$ cat src/rtl/hazard_pkg.sv
// Types and helpers shared by the hazard/control unit and its RAW comparator.
package hazard_pkg;

    typedef enum logic [1:0] {
        IDLE,
        DRAIN,
        INSERT
    } trap_state_t;

    // One pipeline register separates each pair of adjacent stages.
    function automatic int NUM_BOUNDARIES(input int num_stages);
        return num_stages - 1;
    endfunction

endpackage

$ cat src/rtl/rv32i_types_pkg.sv
// Basic RV32I data types that are shared across the core.
package rv32i_types_pkg;

    localparam int XLEN = 32;

    typedef logic [XLEN-1:0] word_t;

endpackage

$ cat src/rtl/hazard_raw_detect.sv
// Compares the execute-stage sources against every younger-than-commit writer
// and flags a read-after-write hazard that forwarding cannot cover.
module hazard_raw_detect #(
    parameter int NUM_STAGES = 3,
    parameter bit FORWARD_EN = 1'b1
) (
    input  logic [4:0]                  rs1_e,
    input  logic [4:0]                  rs2_e,
    input  logic [5*(NUM_STAGES-2)-1:0] rd_vec,
    input  logic [NUM_STAGES-3:0]       wen_vec,
    input  logic [NUM_STAGES-3:0]       load_vec,
    input  logic [NUM_STAGES-1:1]       valid_vec,
    output logic                        raw_hazard
);

    logic any_match;

    // Slot j describes stage j+2; x0 is never a real dependency.
    always_comb begin
        any_match = 1'b0;
        for (int j = 0; j < NUM_STAGES - 2; j++) begin
            if (wen_vec[j] && valid_vec[j+2] &&
                (rd_vec[5*j +: 5] != 5'd0) &&
                ((rd_vec[5*j +: 5] == rs1_e) || (rd_vec[5*j +: 5] == rs2_e)) &&
                (FORWARD_EN ? load_vec[j] : 1'b1)) begin
                any_match = 1'b1;
            end
        end
    end

    assign raw_hazard = any_match & valid_vec[1];

endmodule

$ cat src/rtl/stagen_hazard_unit.sv
// Hazard/control unit for an N-stage in-order RV32 pipeline: stall/flush
// generation, a drain-then-redirect trap sequencer and a stall-cycle counter.
module stagen_hazard_unit
    import hazard_pkg::*;
    import rv32i_types_pkg::*;
#(
    parameter int NUM_STAGES     = 3,
    parameter bit FORWARD_EN     = 1'b1,
    parameter int REDIRECT_STAGE = NUM_STAGES - 1,
    parameter int CNT_W          = 32
) (
    input  logic                                     CLK,
    input  logic                                     RST,
    input  logic [4:0]                               rs1_e,
    input  logic [4:0]                               rs2_e,
    input  logic [5*(NUM_STAGES-2)-1:0]              rd_vec,
    input  logic [NUM_STAGES-3:0]                    wen_vec,
    input  logic [NUM_STAGES-3:0]                    load_vec,
    input  logic [NUM_STAGES-1:0]                    valid_vec,
    input  logic                                     i_mem_busy,
    input  logic                                     d_mem_busy,
    input  logic                                     fence_stall,
    input  logic                                     redirect,
    input  logic                                     trap_req,
    input  word_t                                    trap_pc,
    output logic                                     pc_en,
    output logic                                     npc_sel,
    output logic [NUM_BOUNDARIES(NUM_STAGES)-1:0]    stall_vec,
    output logic [NUM_BOUNDARIES(NUM_STAGES)-1:0]    flush_vec,
    output logic                                     insert_priv_pc,
    output word_t                                    priv_pc,
    output logic                                     iren,
    output logic                                     suppress_data,
    output logic [CNT_W-1:0]                         stall_cnt,
    input  logic                                     cnt_clr
);

    localparam int NB = NUM_BOUNDARIES(NUM_STAGES);

    // A resolved redirect squashes everything younger than the resolving stage.
    function automatic logic [NB-1:0] redirect_mask();
        logic [NB-1:0] m;
        for (int i = 0; i < NB; i++) begin
            m[i] = (i < REDIRECT_STAGE);
        end
        return m;
    endfunction

    localparam logic [NB-1:0] REDIR_MASK = redirect_mask();

    trap_state_t   state;
    logic          raw_hazard;
    logic [NB-1:0] stall_req;
    logic [NB-1:0] flush_req;
    logic          unused_valid0;

    assign unused_valid0 = valid_vec[0];

    hazard_raw_detect #(
        .NUM_STAGES (NUM_STAGES),
        .FORWARD_EN (FORWARD_EN)
    ) u_raw_detect (
        .rs1_e      (rs1_e),
        .rs2_e      (rs2_e),
        .rd_vec     (rd_vec),
        .wen_vec    (wen_vec),
        .load_vec   (load_vec),
        .valid_vec  (valid_vec[NUM_STAGES-1:1]),
        .raw_hazard (raw_hazard)
    );

    always_comb begin
        pc_en     = 1'b1;
        npc_sel   = 1'b0;
        iren      = 1'b1;
        stall_req = '0;
        flush_req = '0;
        unique case (state)
            IDLE: begin
                if (trap_req) begin
                    pc_en     = 1'b0;
                    flush_req = '1;
                end else if (d_mem_busy || fence_stall) begin
                    pc_en     = 1'b0;
                    stall_req = '1;
                end else if (redirect) begin
                    npc_sel   = 1'b1;
                    flush_req = REDIR_MASK;
                end else if (raw_hazard) begin
                    pc_en        = 1'b0;
                    stall_req[0] = 1'b1;
                    flush_req[1] = 1'b1;
                end else if (i_mem_busy) begin
                    pc_en        = 1'b0;
                    flush_req[0] = 1'b1;
                end
            end
            DRAIN: begin
                pc_en     = 1'b0;
                iren      = 1'b0;
                flush_req = '1;
            end
            INSERT: begin
                flush_req = '1;
            end
            default: begin
                pc_en = 1'b0;
            end
        endcase
    end

    assign stall_vec = stall_req & ~flush_req;
    assign flush_vec = flush_req;

    // Trap sequencer: hold the pipe empty until both memory ports go quiet,
    // then spend one cycle loading the latched vector into the PC.
    always_ff @(posedge CLK or posedge RST) begin
        if (RST) begin
            state          <= IDLE;
            priv_pc        <= '0;
            insert_priv_pc <= 1'b0;
            suppress_data  <= 1'b0;
        end else begin
            unique case (state)
                IDLE: begin
                    if (trap_req) begin
                        state         <= DRAIN;
                        priv_pc       <= trap_pc;
                        suppress_data <= 1'b1;
                    end
                end
                DRAIN: begin
                    if (!i_mem_busy && !d_mem_busy) begin
                        state          <= INSERT;
                        insert_priv_pc <= 1'b1;
                    end
                end
                INSERT: begin
                    state          <= IDLE;
                    insert_priv_pc <= 1'b0;
                    suppress_data  <= 1'b0;
                end
                default: begin
                    state          <= IDLE;
                    insert_priv_pc <= 1'b0;
                    suppress_data  <= 1'b0;
                end
            endcase
        end
    end

    always_ff @(posedge CLK or posedge RST) begin
        if (RST) begin
            stall_cnt <= '0;
        end else if (cnt_clr) begin
            stall_cnt <= '0;
        end else if ((state == IDLE) && !pc_en && (stall_cnt != '1)) begin
            stall_cnt <= stall_cnt + CNT_W'(1);
        end
    end

endmodule

$ cat config.mk
export PLATFORM = sky130hd
export DESIGN_NAME = stagen_hazard_unit
export DESIGN_NICKNAME = d
export VERILOG_FILES = /design/src/rtl/hazard_pkg.sv /design/src/rtl/rv32i_types_pkg.sv /design/src/rtl/hazard_raw_detect.sv /design/src/rtl/stagen_hazard_unit.sv
export SDC_FILE = /design/constraint.sdc
export NUM_CORES = 1
export LEC_CHECK = 0
export ABC_AREA = 1
export BUFFER_PORTS_ARGS = -buffer_cell sky130_fd_sc_hd__buf_2
export CORE_MARGIN = 1
export CORE_UTILIZATION = 46
export DETAILED_ROUTE_END_ITERATION = 7
export GPL_TIMING_DRIVEN = 0
export PLACE_DENSITY = 0.77
export SYNTH_ARGS = -nofsm -noshare
export SYNTH_HDL_FRONTEND = slang
export SYNTH_SLANG_ARGS = --single-unit
$ cat constraint.sdc
create_clock -name CLK -period 1.9 [get_ports CLK]
set_clock_uncertainty 0.15 [all_clocks]
set_input_delay 0.095 -clock CLK [delete_from_list [all_inputs] [get_ports CLK]]
set_output_delay 0.095 -clock CLK [all_outputs]
set_load 0.05 [all_outputs]
After elaboration in Yosys (flattened, before gate mapping) --
Cells that the tools add are included.
Cells by class: add/sub/neg operators 1, multiplexer cells 33, eq/ne operators 7, bitwise operators 5, reduce and logical (&&, ||, !) cells 20
Operator list (number):
- 32-bit two-way mux | 2
- 32-bit by 1-bit adder with 32-bit output, second input constant | 1
- 32-bit != test, second input constant | 1
- 1-bit two-way mux | 19
- 2-bit two-way mux | 7
- 5-bit equality test | 2
- 2-bit one-hot mux with 2 select lines | 2
- 2-bit AND reduction | 4
- 1-bit logical AND | 7
- 1-bit one-hot mux with 2 select lines | 3
- 5-bit nonzero test | 1
- 2-bit != test, second input constant | 2
- 1-bit zero test | 3
- 2-bit bitwise AND | 1
- 2-bit by 1-bit equality test with 1-bit output, second input constant | 1
- 2-bit equality test, second input constant | 1
- 2-bit zero test | 1
- 1-bit logical OR | 2
- 1-bit NOT | 2
- 2-bit NOT | 1
- 2-bit nonzero test | 1
- 2-bit OR reduction | 1
- 1-bit bitwise AND | 1
Storage, ports and cells: bits in registers 68, output and inout port bits 73, bits of input ports 60

Longest topological paths before layout --
depth in word-level cells 16, mapped depth 13

Hierarchy --
Synthesis repeated with hierarchy kept, for this count alone.
Unflattened totals: cells, all modules 515, area, all modules 3950.0 sq um
Modules (own cells, without submodules):
- stagen_hazard_unit | cells an instance 468, area each 3738.6 sq um, instances 1
- hazard_raw_detect | cells an instance 47, area each 211.5 sq um, instances 1

Least setup slack after synthesis --
Ideal clock, no wire load.
path type register to register, start point register state[0], end point register stall_cnt[0], stages on the path, launching flop included 14, arrival 2.234 ns, setup time 0.119 ns, required time 1.631 ns, buffers on the path 1, setup slack -0.603 ns, cell sequence dfrtp_1 > inv_1 > ha_1 > inv_2 > nor2_2 > nand2_1 > nor2_1 > or2_0 > inv_2 > nand3_4 > nand2_4 > buf_6 > nand2_1 > nand2_1
On the way: word-level cells in the longest chain between the ends 6, elaborated cells between the ends (all ways) 7, those cells by class 1 x eq/ne; 1 x mux; 5 x reduce/logical
Ends and longest elaborated chain:
- from (decl) | line stagen_hazard_unit.sv:51 | trap_state_t state;
- from (signal assigned) | line stagen_hazard_unit.sv:119 | state <= IDLE;
- from (signal assigned) | line stagen_hazard_unit.sv:127 | state <= DRAIN;
- from (signal assigned) | line stagen_hazard_unit.sv:134 | state <= INSERT;
- 2-bit equality test / 2-bit zero test (equally long branches) | line stagen_hazard_unit.sv:78, stagen_hazard_unit.sv:157
- 1-bit one-hot mux with 2 select lines | line stagen_hazard_unit.sv:78 | unique case (state)
- 1-bit zero test | line stagen_hazard_unit.sv:157 | end else if ((state == IDLE) && !pc_en && (stall_cnt != '1)) begin
- 1-bit logical AND * (2 in a row) | line stagen_hazard_unit.sv:157
- 2-bit nonzero test (no line) *
- to (signal assigned) | line stagen_hazard_unit.sv:158 | stall_cnt <= stall_cnt + CNT_W'(1);
- to (decl) | line stagen_hazard_unit.sv:34 | output logic [CNT_W-1:0] stall_cnt,
Every way passes the cells marked *; elsewhere a longest branch is shown, timed or not. A chain may end at the register's enable or synchronous reset.

Worst setup path in the final report --
start point register state[1], end point output port stall_vec[1]
On the way: word-level cells in the longest chain between the ends 5, elaborated cells between the ends (all ways) 8, those cells by class 2 x eq/ne; 2 x mux; 2 x bitwise; 2 x reduce/logical
Ends and longest elaborated chain:
- 2-bit by 1-bit equality test with 1-bit output / 2-bit equality test (equally long branches) | line stagen_hazard_unit.sv:78
- 2-bit OR reduction (no line)
- 2-bit one-hot mux with 2 select lines | line stagen_hazard_unit.sv:78
- 2-bit NOT | line stagen_hazard_unit.sv:112 | assign stall_vec = stall_req & ~flush_req;
- 2-bit bitwise AND * | line stagen_hazard_unit.sv:112
- to (decl) | line stagen_hazard_unit.sv:28 | output logic [NUM_BOUNDARIES(NUM_STAGES)-1:0] stall_vec,
Marks and branches as above.

==> results.json <==
{
  "grt_pass1_vias": 4220,
  "root_buffer": "clkbuf_8",
  "peakVddDrop_mv": 0.966,
  "diodes": 0,
  "clkTransAtPathRegs_ns": 0.09,
  "path_class": "flop to output pin",
  "yosys-top-cells-area": "dfrtp_1, nand2_1, nor2_1",
  "vias": 4480,
  "htreeDepth": 3,
  "via_per_inst": 5.06,
  "dpl.cell_count": 811,
  "clock_latency_ns": 0.35,
  "synth.top_cell.area_share": 0.426,
  "die_h_um": 95.2,
  "fin_crit_ns": 1.98,
  "drtIter0Drc": 226,
  "synth_seq_cells": 68,
  "hold_path_class": "input pin to flop",
  "fin_hold_ws_ns": 0.0173,
  "synth_nets": 640,
  "yosys_warnings": 0,
  "startpoint_type": "flop",
  "cts_tree": "yes",
  "cts_buffers": 9,
  "cellPowerDensity_nw_per_um2": 1340,
  "rsz0062_at_grt": "yes",
  "fin_cells": 885,
  "hold_viol": 0,
  "start_util": 0.481,
  "finalCritPeriodShare": 1.04,
  "synth_cells": 575,
  "worst_slew_pin_slew_ns": 0.769,
  "setup_viol": 37,
  "die_w_um": 95.2,
  "core_area_um2": 8300,
  "ios": 133,
  "first_pass_iters": 5,
  "drive_gt1_frac": 0.326,
  "clockBufferDepth": 2,
  "cp.required_ns": 1.65,
  "rows": 33,
  "p_leak_nw": 3.05,
  "portBuffers": 130,
  "gp_congestion": 0.973,
  "outcome": "finished with violations",
  "syn_to_final_growth_pct": 47.1,
  "synthDistinctLibCells": 27,
  "fin_ws_ns": -0.0838,
  "crit_path_end_kind": "output pin",
  "crit_fanout": 3,
  "fin_nets": 840,
  "grt_usage": 0.272,
  "critical_path_arrival_ns": 1.74,
  "synthesis.area_um2": 3990,
  "layout_common_cells": "nand2_1, buf_2, nor2_1, dfrtp_1, nand3_1",
  "drc": 0,
  "violations": "setup timing",
  "grt_max_degree": 36,
  "cts_sinks": 68,
  "grt_pass1_wl_mm": 19.0,
  "finish.utilization": 0.708,
  "hpwl_mm": 8.27,
  "avgRoutedWirePerCell_um": 13.9,
  "yosys.area.top_type": "dfrtp_1",
  "fillCellCount": 670,
  "relSlewSlack": 0.486,
  "drtAntennaViolNets": 0,
  "maxSlewViolCount": 0,
  "grt_overflow_total": 0,
  "ys_seq_area_frac": 0.426,
  "final_common_cell": "nand2_1",
  "drt-total-wl_mm": 12.3,
  "antenna_found_initial": 0,
  "maxCapViolations": 0,
  "fmax_ghz": 0.504,
  "synth_area_per_cell_um2": 6.94,
  "tns_ns": -1.90,
  "power_w": 0.00784,
  "die_area_um2": 9060
}
cell type report:
| class | instances | area (um2) | area share |
|---|---|---|---|
| tap | 105 | 131 | 0.0224 |
| clock buffer | 9 | 124 | 0.0211 |
| sequential | 68 | 1710 | 0.291 |
| buffer | 19 | 121 | 0.0207 |
| inverter | 38 | 154 | 0.0262 |
| clock inverter | 7 | 98.8 | 0.0168 |
| timing repair buffer | 189 | 1270 | 0.216 |
| multi-input combinational | 450 | 2270 | 0.386 |
sequential cells by signal (all words and copies together), names as in the netlist:
name / flops
priv_pc: 32
stall_cnt: 32
state: 2
insert_priv_pc: 1
suppress_data: 1
timing repair:
item	CTS	global route
pin swaps	13	10
endpoints found under the setup margin	38	40
hold buffers	33	0
gates cloned	3	0
endpoints found under the hold margin	65	0
resized for setup	37	59
setup buffers	16	6
report_power, final:
group | switching (W) | total, W | internal, W
combinational | 0.00303 | 0.00440 | 0.00137
sequential | 0.000229 | 0.00207 | 0.00184
clock | 0.000631 | 0.00138 | 0.000746
total | 0.00389 | 0.00784 | 0.00395
synthesized netlist by cell type (all sizes together):
cell / number
clkbuf: 13
nand2: 250
nor3b: 1
o21bai: 1
xor2: 13
inv: 38
dfrtp: 68
nor2: 88
xnor2: 18
o211ai: 1
nand4: 4
nor3: 10
buf: 6
nand3: 45
ha: 5
nand3b: 1
o21ai: 6
or2: 1
a21oi: 6
path summary, 6_finish.rpt:
kind	slack (ns)	cells past startpoint	from	end
setup / recovery	-0.08	9	state[1]	stall_vec[1]
hold / removal	0.02	4	d_mem_busy	insert_priv_pc
setup reg to reg	-0.08	13	state[0]	stall_cnt[17]
hold reg to reg	0.33	2	priv_pc[0]	priv_pc[0]
max in group asynchronous	0.67	4	RST	stall_cnt[4]
min in group asynchronous	0.28	3	RST	priv_pc[6]
worst max-delay path, stage by stage, from the launching register on:
cell and delay, ns:
dfrtp_1 0.39, inv_2 0.06, ha_4 0.18, buf_12 0.13, nand2_8 0.06, inv_6 0.03, nor2_4 0.13, nand2_1 0.08
a21oi_2 0.16, buf_6 0.18
cells by family (layout without fill, tap and decap cells):
group                    Yosys count  after routing  share of synthesized area
XOR/XNOR                          31             31                     0.0680
AO/OA/AOI/OAI                     14             14                     0.0197
flip-flops                        68             68                      0.426
buffers and inverters             57            262                     0.0621
AND/OR/NAND/NOR                  400            400                      0.408
adder cells (fa/ha/maj)            5              5                     0.0157
routing by layer:
metal,track usage,vias to the layer above,part of all wire
li1,-,2168,-
met5,0,-,0
met3,0.0399,29,0.046
met1,0.344,2135,0.44
met4,0.115,0,0.027
met2,0.463,148,0.49
stage by stage:
stage / worst slack [ns] / area, um2
after global routing: -0.162 / 5870
final: -0.0838 / 5870
after global placement: -0.145 / 4810
after floorplan: -0.195 / 4030
after CTS: -0.0686 / 5650
after detailed placement: -0.212 / 4830
(Power assumes the default switching activity.)
